**src/rtl/interrupt_8259a_pkg.sv**
```systemverilog
// interrupt_8259a_pkg: shared state encoding and priority helpers for the 8259A interrupt service logic
package interrupt_8259a_pkg;
  typedef enum logic [1:0] {IDLE, ACK1_HELD, WAIT_ACK2, ACK2_HELD} service_state_t;
  function automatic logic [7:0] rotate_right(input logic [7:0] v, input logic [2:0] n);
    return (v >> n) | (v << (4'd8 - {1'b0, n}));
  endfunction
  function automatic logic [7:0] onehot8(input logic [2:0] i);
    return 8'b1 << i;
  endfunction
endpackage

```
**src/rtl/priority_resolver_8259a.sv**
```systemverilog
// priority_resolver_8259a: rotating fully-nested winner selection against the in-service register
module priority_resolver_8259a
  import interrupt_8259a_pkg::*;
(
  input  logic [7:0] candidates,
  input  logic [7:0] isr,
  input  logic [2:0] lowest_priority,
  output logic       winner_valid,
  output logic [2:0] winner_id,
  output logic [2:0] highest_isr_id
);
  logic [2:0] base, c_rank, i_rank;
  logic [7:0] rc, ri;
  // Rotating so bit 0 is the highest-priority level turns priority into plain bit rank
  always_comb begin
    base = lowest_priority + 3'd1;
    rc = rotate_right(candidates, base);
    ri = rotate_right(isr, base);
    c_rank = 3'd0;
    i_rank = 3'd0;
    for (int k = 7; k >= 0; k--) begin
      if (rc[k]) c_rank = k[2:0];
      if (ri[k]) i_rank = k[2:0];
    end
    winner_valid = |rc && (~|ri || c_rank < i_rank);
    winner_id = c_rank + base;
    highest_isr_id = i_rank + base;
  end
endmodule

```
**src/rtl/interrupt_service_8259a.sv**
```systemverilog
// interrupt_service_8259a: resolves, acknowledges and tracks 8259A interrupts (ISR, EOI, INTA sequence)
module interrupt_service_8259a
  import interrupt_8259a_pkg::*;
(
  input  logic       clock,
  input  logic       reset_n,
  input  logic [7:0] interrupt_request_register,
  input  logic [7:0] interrupt_mask,
  input  logic       interrupt_acknowledge_n,
  input  logic       auto_eoi_config,
  input  logic       auto_rotate_config,
  input  logic [4:0] vector_base,
  input  logic       eoi_valid,
  input  logic       eoi_specific,
  input  logic       eoi_rotate,
  input  logic [2:0] eoi_level,
  input  logic       set_priority_valid,
  input  logic [2:0] set_priority_level,
  output logic       interrupt_out,
  output logic       freeze,
  output logic [7:0] clear_interrupt_request,
  output logic [7:0] in_service_register,
  output logic [7:0] vector_out,
  output logic       vector_valid
);
  service_state_t state, state_n;
  logic inta_d, fall, rise, win_valid, first_ack, eoi_hit, auto_eoi;
  logic [2:0] lowest_priority, lowest_n, id, id_n, win_id, hi_id, eoi_lvl;
  logic [7:0] isr_n;
  priority_resolver_8259a u_resolver (
    .candidates     (interrupt_request_register & ~interrupt_mask),
    .isr            (in_service_register),
    .lowest_priority(lowest_priority),
    .winner_valid   (win_valid),
    .winner_id      (win_id),
    .highest_isr_id (hi_id)
  );
  always_comb begin
    fall = inta_d & ~interrupt_acknowledge_n;
    rise = ~inta_d & interrupt_acknowledge_n;
    state_n = (state == IDLE && fall) ? ACK1_HELD :
              (state == ACK1_HELD && rise) ? WAIT_ACK2 :
              (state == WAIT_ACK2 && fall) ? ACK2_HELD :
              (state == ACK2_HELD && rise) ? IDLE : state;
    first_ack = state == IDLE && fall;
    id_n = first_ack ? (win_valid ? win_id : 3'd7) : id;
    eoi_lvl = eoi_specific ? eoi_level : hi_id;
    eoi_hit = eoi_valid && in_service_register[eoi_lvl];
    auto_eoi = state == ACK2_HELD && rise && auto_eoi_config;
    isr_n = in_service_register;
    lowest_n = lowest_priority;
    // EOI works on the pre-edge ISR; the new in-service bit lands last, set-priority overrides rotation
    if (auto_eoi) begin
      isr_n = isr_n & ~onehot8(id);
      if (auto_rotate_config) lowest_n = id;
    end
    if (eoi_hit) begin
      isr_n = isr_n & ~onehot8(eoi_lvl);
      if (eoi_rotate) lowest_n = eoi_lvl;
    end
    if (set_priority_valid) lowest_n = set_priority_level;
    if (first_ack && win_valid) isr_n = isr_n | onehot8(win_id);
  end
  always_ff @(posedge clock or negedge reset_n)
    if (!reset_n) state <= IDLE;
    else state <= state_n;
  always_ff @(posedge clock or negedge reset_n) begin
    if (!reset_n) begin
      inta_d <= 1'b1;
      id <= 3'd0;
      lowest_priority <= 3'd7;
      in_service_register <= 8'h00;
      interrupt_out <= 1'b0;
      freeze <= 1'b0;
      clear_interrupt_request <= 8'h00;
      vector_out <= 8'h00;
      vector_valid <= 1'b0;
    end else begin
      inta_d <= interrupt_acknowledge_n;
      id <= id_n;
      lowest_priority <= lowest_n;
      in_service_register <= isr_n;
      interrupt_out <= state_n == IDLE && win_valid;
      freeze <= state != IDLE || state_n != IDLE;
      clear_interrupt_request <= (first_ack && win_valid) ? onehot8(win_id) : 8'h00;
      vector_out <= (state_n == ACK2_HELD) ? {vector_base, id_n} : 8'h00;
      vector_valid <= state_n == ACK2_HELD;
    end
  end
endmodule

```
**config.mk**
```make
export PLATFORM = sky130hd
export DESIGN_NAME = interrupt_service_8259a
export DESIGN_NICKNAME = d
export VERILOG_FILES = /design/src/rtl/interrupt_8259a_pkg.sv /design/src/rtl/priority_resolver_8259a.sv /design/src/rtl/interrupt_service_8259a.sv
export SDC_FILE = /design/constraint.sdc
export NUM_CORES = 1
export LEC_CHECK = 0
export CAP_MARGIN = 25
export CELL_PAD_IN_SITES_DETAIL_PLACEMENT = 1
export CELL_PAD_IN_SITES_GLOBAL_PLACEMENT = 1
export CORE_MARGIN = 5
export CORE_UTILIZATION = 40
export CTS_BUF_LIST = sky130_fd_sc_hd__clkbuf_16
export DETAILED_ROUTE_END_ITERATION = 10
export PLACE_DENSITY = 0.9
export SYNTH_ARGS = -nofsm -noshare
export SYNTH_HDL_FRONTEND = slang
export SYNTH_SLANG_ARGS = --single-unit
export TNS_END_PERCENT = 30
```
**constraint.sdc**
```tcl
create_clock -name clock -period 9.8 [get_ports clock]
set_clock_uncertainty 0.1 [all_clocks]
set_input_delay 1.47 -clock clock [delete_from_list [all_inputs] [get_ports clock]]
set_output_delay 1.47 -clock clock [all_outputs]
set_load 0.03 [all_outputs]
```
==> impl_summary.log, run 1 <==
[metrics] run status: completed
[metrics] number of global-route vias before repair: 3901
[metrics] commonest register cell after synthesis: sky130_fd_sc_hd__dfrtp_1
[metrics] Yosys cell types: 76
[metrics] number of warnings printed during yosys synthesis: 0
[metrics] data arrival time at the worst-slack endpoint: 6110 ps
[metrics] MaxCap Viol Count: 0
[metrics] most common cell after layout, fill and taps aside: sky130_fd_sc_hd__clkdlybuf4s50_1
[metrics] wire length of the first global-routing pass: 19.9 mm
[metrics] Die Ht: 106 microns
[metrics] worst-margin pin slew: 910 ps
[metrics] placeable core region: 9060 sq um
[metrics] total congestion overflow after global routing: 0
[metrics] post-synth design cell area: 3670 sq um
[metrics] vias post-DR: 3721
[metrics] WL final: 12.2 mm
[metrics] CTS tree: yes
[metrics] Clock Sinks: 36
[metrics] fraction of the cycle the final worst path needs: 62.1%
[metrics] hold bufs inserted after CTS: 0
[metrics] number of buffers added on ports: 62
[metrics] Crit path max-delay family: compound AO/OA/AOI/OAI gates
[metrics] critical path class: reg2reg
[metrics] Via-to-Cell Ratio: 6.56
[metrics] most frequent cell on the critical path: sky130_fd_sc_hd__a211o_1
[metrics] worst-case clock buffer depth: 2
[metrics] combinational family with the most area after synthesis: compound AO/OA/AOI/OAI gates
[metrics] number of design-rule violations left by the first detailed-router iteration: 217
[metrics] total number of H-tree levels: 2
[metrics] sequential cell area fraction in the yosys report: 24.7%
[metrics] CTS buffer count: 5
[metrics] number of slew-limit violations in the final report: 0
[metrics] RePlAce Congestion: 0.860
[metrics] share of cells above drive strength 1: 10.1%
[metrics] standard cell with the maximum stage delay on the critical path: sky130_fd_sc_hd__dfstp_2
[metrics] synthesized netlist cell count: 410
[metrics] Fmax achieved: 164 MHz
[metrics] share of cell area taken by muxes after synthesis: 14.1%
[metrics] CP bufs+invs: 2
[metrics] adder and majority gate portion of the synthesized area: 3.14%
[metrics] Inserted Diodes: 0
[metrics] fill cell total of the finished layout: 1041
[metrics] unrepaired setup endpoints after global routing: no
[metrics] critical path, cell by cell: ha_1, buf_4, mux4_2, and3_1, a211o_1, a211oi_4, nand2b_1, nand2_1, nand2_1, inv_1, fa_1, mux2i_1, a211oi_1, a211o_1, a211o_1, o221ai_1, o31ai_1
[metrics] total area of sequential cells: 906 sq um
[metrics] detailed placement HPWL: 8.84 mm
[metrics] Worst slew margin: 39.3%
[metrics] worst hold path class: reg2reg
[metrics] Final TNS setup: 0 ps
[metrics] count of final setup violators: 0
[metrics] iteration count of the initial detailed-routing pass: 5
[metrics] area occupied by multi-input gates: 2550 sq um
[metrics] overall global routing resource usage: 21.7%
[metrics] die area: 11200 sq um
[metrics] fraction of registers with async set or reset after synthesis: 100%
[metrics] number of hold violations in the final report: 0
[metrics] IO Count: 63
[metrics] post-cts gate resize count: 0
[metrics] clock latency at the later pin of the worst-skew pair: 280 ps
[metrics] Final Non-Filler Cells: 567
[metrics] largest stage delay on the critical path: 1120 ps
[metrics] maximum fanout along the worst path: 51
[metrics] clock root buffer master: sky130_fd_sc_hd__clkbuf_16
[metrics] EDFF count, synth: 0
[metrics] Worst Path Required: 9830 ps
[metrics] fraction of the mapped netlist area in simple logic gates: 25.0%
[metrics] per-instance average area after synthesis: 8.94 sq um
[metrics] antenna violations before repair: 0
[metrics] largest net degree at the start of global routing: 52
[metrics] post-route DRC violation count: 0
[metrics] growth of design area from synthesis to finish: 21.0%
[metrics] number of cells after detailed placement: 558
[metrics] most frequent cells in the layout: sky130_fd_sc_hd__clkdlybuf4s50_1, sky130_fd_sc_hd__dfrtp_1, sky130_fd_sc_hd__nand2_1
[metrics] critical path startpoint category: register
[metrics] Synth Register Bits: 36
[metrics] clock transition at the registers of the reported paths: 50 ps
[metrics] x dimension of the die: 106 microns
[metrics] postcts setup bufs: 0
[metrics] post-synthesis share of cell area spent on xor and xnor gates: 1.67%
[metrics] compound-cell area share of the yosys netlist: 25.7%
[metrics] Initial Utilization: 40.4%
[metrics] Worst Setup End Kind: register
[metrics] syn_nets: 454
[metrics] count of nets left with antenna violations after detail routing: 0
[metrics] final period demand of the worst path: 6090 ps
[metrics] number of nets in the finished design: 499
[metrics] average wire per cell in the routed design: 21.5 microns
[metrics] standard-cell row count: 35
==> registers in the layout, indices dropped and copies added, names as in the netlist <==
| signal | count |
|---|---|
| state | 2 |
| vector_valid | 1 |
| in_service_register | 8 |
| interrupt_out | 1 |
| vector_out | 8 |
| freeze | 1 |
| clear_interrupt_request | 8 |
| id | 3 |
| inta_d | 1 |
| lowest_priority | 3 |
==> worst min-delay path, stage by stage, from the launching register on <==
cell                       delay, ps
sky130_fd_sc_hd__dfstp_2         370
sky130_fd_sc_hd__nand2b_1         80
sky130_fd_sc_hd__nand2_1          60
==> metrics by stage <==
| step | hold WS, ps | utilization, % | setup WS, ps | cell area [sq um] |
|---|---|---|---|---|
| 5_1_grt | 509 | 48.9 | 3250 | 4440 |
| 4_1_cts | 466 | 48.8 | 3740 | 4430 |
| 3_5_place_dp | 437 | 47.3 | 3810 | 4290 |
| 3_3_place_gp | 429 | 47.3 | 4030 | 4290 |
| 2_1_floorplan | 396 | - | 5100 | 3670 |
| 6_report | 459 | 48.9 | 3710 | 4440 |
==> final timing paths <==
| check | startpoint | to | slack (ps) | depth (start not counted) |
|---|---|---|---|---|
| setup / recovery | lowest_priority[0] | in_service_register[5] | 3710 | 17 |
| hold / removal | inta_d | freeze | 460 | 2 |
| setup reg to reg | lowest_priority[0] | in_service_register[5] | 3710 | 17 |
| hold reg to reg | inta_d | freeze | 460 | 2 |
| max in group asynchronous | reset_n | lowest_priority[0] | 7750 | 2 |
| min in group asynchronous | reset_n | freeze | 1500 | 2 |
==> layer usage <==
layer  wire, microns  vias to the layer above  global-route usage (%)
met2            6070                      139                    36.9
met1            4890                     1876                    26.7
met5               0                        -                       0
met4             432                        0                    8.51
li1                -                     1669                       -
met3             822                       37                    4.78
==> logic make-up after synthesis <==
logic type | Yosys count
buffers and inverters | 41
AO/OA/AOI/OAI | 122
adder cells (fa/ha/maj) | 8
flip-flops | 36
XOR/XNOR | 7
multiplexers | 37
AND/OR/NAND/NOR | 159
==> Yosys cell counts (11+ instances only) <==
library cell / count / area [sq um]
sky130_fd_sc_hd__mux2i_1: 20 / 200
sky130_fd_sc_hd__dfrtp_1: 32 / 801
sky130_fd_sc_hd__nor3_1: 18 / 90.1
sky130_fd_sc_hd__o21ai_0: 16 / 80.1
sky130_fd_sc_hd__a21oi_1: 16 / 80.1
sky130_fd_sc_hd__nor2_1: 21 / 78.8
sky130_fd_sc_hd__mux4_2: 11 / 248
sky130_fd_sc_hd__nand2_1: 30 / 113
sky130_fd_sc_hd__nand2b_1: 18 / 113
sky130_fd_sc_hd__buf_2: 11 / 55.1
sky130_fd_sc_hd__nor2b_1: 15 / 93.8
sky130_fd_sc_hd__and3_1: 13 / 81.3
==> final cells by class <==
type	count	area share (%)
Clock buffer	5	2.82
Clock inverter	3	0.339
Inverter	13	1.10
Multi-Input combinational cell	333	57.5
Sequential cell	36	20.4
Tap cell	111	3.13
Timing Repair Buffer	66	14.7
Power of run 1 is left out: the tool's default activity adds up to more than one toggle a clock period on the data nets, which glitch-free logic cannot reach.
==> inputs of run 2 (changes only) <==
==> constraint.sdc (replaced) <==
create_clock -name clock -period 6.05 [get_ports clock]
set_clock_uncertainty 0.1 [all_clocks]
set_input_delay 0.9075 -clock clock [delete_from_list [all_inputs] [get_ports clock]]
set_output_delay 0.9075 -clock clock [all_outputs]
set_load 0.03 [all_outputs]
==> impl_summary.log, run 2 (synthesis results as in run 1) <==
[metrics] Clock Sinks: 36 (unchanged)
[metrics] largest net degree at the start of global routing: 49 (was 52)
[metrics] Final Non-Filler Cells: 570 (was 567)
[metrics] post-route DRC violation count: 0 (unchanged)
[metrics] Via-to-Cell Ratio: 6.55 (was 6.56)
[metrics] number of cells after detailed placement: 561 (was 558)
[metrics] overall global routing resource usage: 22.3% (was 21.7%)
[metrics] Final TNS setup: 0 ps (unchanged)
[metrics] Initial Utilization: 40.4% (unchanged)
[metrics] data arrival time at the worst-slack endpoint: 5160 ps (was 6110 ps)
[metrics] worst-case clock buffer depth: 2 (unchanged)
[metrics] number of buffers added on ports: 62 (unchanged)
[metrics] unrepaired setup endpoints after global routing: no (unchanged)
[metrics] most common cell after layout, fill and taps aside: sky130_fd_sc_hd__clkdlybuf4s50_1 (unchanged)
[metrics] x dimension of the die: 106 microns (unchanged)
[metrics] run status: completed (unchanged)
[metrics] placeable core region: 9060 sq um (unchanged)
[metrics] clock transition at the registers of the reported paths: 50 ps (about the same)
[metrics] number of nets in the finished design: 502 (was 499)
[metrics] register-to-register setup slack: 920 ps (was 3710 ps)
[metrics] count of final setup violators: 0 (unchanged)
[metrics] share of cells above drive strength 1: 10.7% (was 10.1%)
[metrics] WL final: 12.6 mm (was 12.2 mm)
[metrics] clock root buffer master: sky130_fd_sc_hd__clkbuf_16 (unchanged)
[metrics] total number of H-tree levels: 2 (unchanged)
[metrics] number of design-rule violations left by the first detailed-router iteration: 208 (was 217)
[metrics] Worst Path Required: 6080 ps (was 9830 ps)
[metrics] detailed placement HPWL: 9.27 mm (was 8.84 mm)
[metrics] worst hold path class: reg2reg (unchanged)
[metrics] fraction of the cycle the final worst path needs: 84.7% (was 62.1%)
[metrics] die area: 11200 sq um (unchanged)
[metrics] CTS buffer count: 5 (unchanged)
[metrics] Die Ht: 106 microns (unchanged)
[metrics] number of global-route vias before repair: 3850 (was 3901)
[metrics] worst-margin pin slew: 675 ps (was 910 ps)
[metrics] IO Count: 63 (unchanged)
[metrics] hold bufs inserted after CTS: 0 (unchanged)
[metrics] Fmax achieved: 195 MHz (was 164 MHz)
[metrics] RePlAce Congestion: 0.936 (was 0.860)
[metrics] fill cell total of the finished layout: 1070 (was 1041)
[metrics] post-cts gate resize count: 0 (unchanged)
[metrics] most frequent cells in the layout: sky130_fd_sc_hd__clkdlybuf4s50_1, sky130_fd_sc_hd__dfrtp_1, sky130_fd_sc_hd__nand2_1 (unchanged)
[metrics] total congestion overflow after global routing: 0 (unchanged)
[metrics] Worst Setup End Kind: register (unchanged)
[metrics] final period demand of the worst path: 5130 ps (was 6090 ps)
[metrics] standard-cell row count: 35 (unchanged)
[metrics] CTS tree: yes (unchanged)
[metrics] number of hold violations in the final report: 0 (unchanged)
[metrics] critical path startpoint category: register (unchanged)
[metrics] vias post-DR: 3735 (was 3721)
[metrics] MaxCap Viol Count: 0 (unchanged)
[metrics] antenna violations before repair: 0 (unchanged)
[metrics] number of slew-limit violations in the final report: 0 (unchanged)
[metrics] postcts setup bufs: 0 (unchanged)
[metrics] wire length of the first global-routing pass: 20.2 mm (was 19.9 mm)
[metrics] share of the core filled with cells: 49.2% (was 48.9%)
[metrics] critical path class: reg2reg (unchanged)
[metrics] registers with the most flip-flops: clear_interrupt_request (8), in_service_register (8), vector_out (8) (unchanged)
[metrics] clock latency at the later pin of the worst-skew pair: 280 ps (about the same)
[metrics] iteration count of the initial detailed-routing pass: 5 (unchanged)
[metrics] average wire per cell in the routed design: 22.0 microns (was 21.5 microns)
[metrics] maximum fanout along the worst path: 14 (was 51)
[metrics] Worst slew margin: 55.0% (was 39.3%)
[metrics] growth of design area from synthesis to finish: 21.5% (was 21.0%)
[metrics] Inserted Diodes: 0 (unchanged)
[metrics] count of nets left with antenna violations after detail routing: 0 (unchanged)
## run 2: cell types whose count changed in the layout (fill, tap and decap cells not counted)
cell                         change
sky130_fd_sc_hd__inv_1           +1
sky130_fd_sc_hd__clkinv_2        +1
sky130_fd_sc_hd__buf_4           +3
sky130_fd_sc_hd__clkinv_1        -1
sky130_fd_sc_hd__clkinvlp_4      -1
## run 2: final cells by class
cell class | count | area [sq um] | area share (%)
Tap cell | 111 | 139 | 3.12
Clock inverter | 3 | 12.5 | 0.281
Multi-Input combinational cell | 333 | 2550 | 57.3
Inverter | 13 | 48.8 | 1.10
Clock buffer | 5 | 125 | 2.81
Timing Repair Buffer | 69 | 673 | 15.1
Sequential cell | 36 | 906 | 20.3
## run 2: critical path: stages, from the launching register on
cell and delay [ps]:
sky130_fd_sc_hd__dfstp_2 530, sky130_fd_sc_hd__ha_1 490, sky130_fd_sc_hd__buf_4 330, sky130_fd_sc_hd__mux2_2 360, sky130_fd_sc_hd__a2111o_1 400, sky130_fd_sc_hd__a22oi_1 240
sky130_fd_sc_hd__nor4b_4 410, sky130_fd_sc_hd__nand2b_1 100, sky130_fd_sc_hd__nand2_1 70, sky130_fd_sc_hd__nand2_1 70, sky130_fd_sc_hd__inv_1 80, sky130_fd_sc_hd__fa_1 420
sky130_fd_sc_hd__mux2i_1 140, sky130_fd_sc_hd__buf_4 180, sky130_fd_sc_hd__a211oi_1 60, sky130_fd_sc_hd__a211o_1 290, sky130_fd_sc_hd__a211o_1 350, sky130_fd_sc_hd__o221ai_1 250
sky130_fd_sc_hd__o31ai_1 110
## run 2: metal layers
metal / vias to the layer above / wire (microns) / global-route usage (%)
met5: - / 0 / 0
met3: 34 / 911 / 4.59
met2: 162 / 6320 / 39.7
met4: 0 / 335 / 6.66
met1: 1854 / 5000 / 27.1
li1: 1685 / - / -
## run 2: through the flow
stage	area [sq um]	worst slack (ps)	hold slack [ps]
2_1_floorplan	3670	1350	396
3_3_place_gp	4310	1100	431
3_5_place_dp	4310	963	437
4_1_cts	4450	920	453
5_1_grt	4460	598	466
6_report	4460	923	450
## run 2: path summary, 6_finish.rpt
path / end / cells past startpoint / startpoint
worst max-delay path: in_service_register[6] / 18 / lowest_priority[0]
worst min-delay path: freeze / 2 / inta_d
worst max register to register: in_service_register[6] / 18 / lowest_priority[0]
worst min register to register: freeze / 2 / inta_d
max in group asynchronous: lowest_priority[0] / 2 / reset_n
min in group asynchronous: id[0] / 2 / reset_n
Power of run 2 is left out for the same reason.
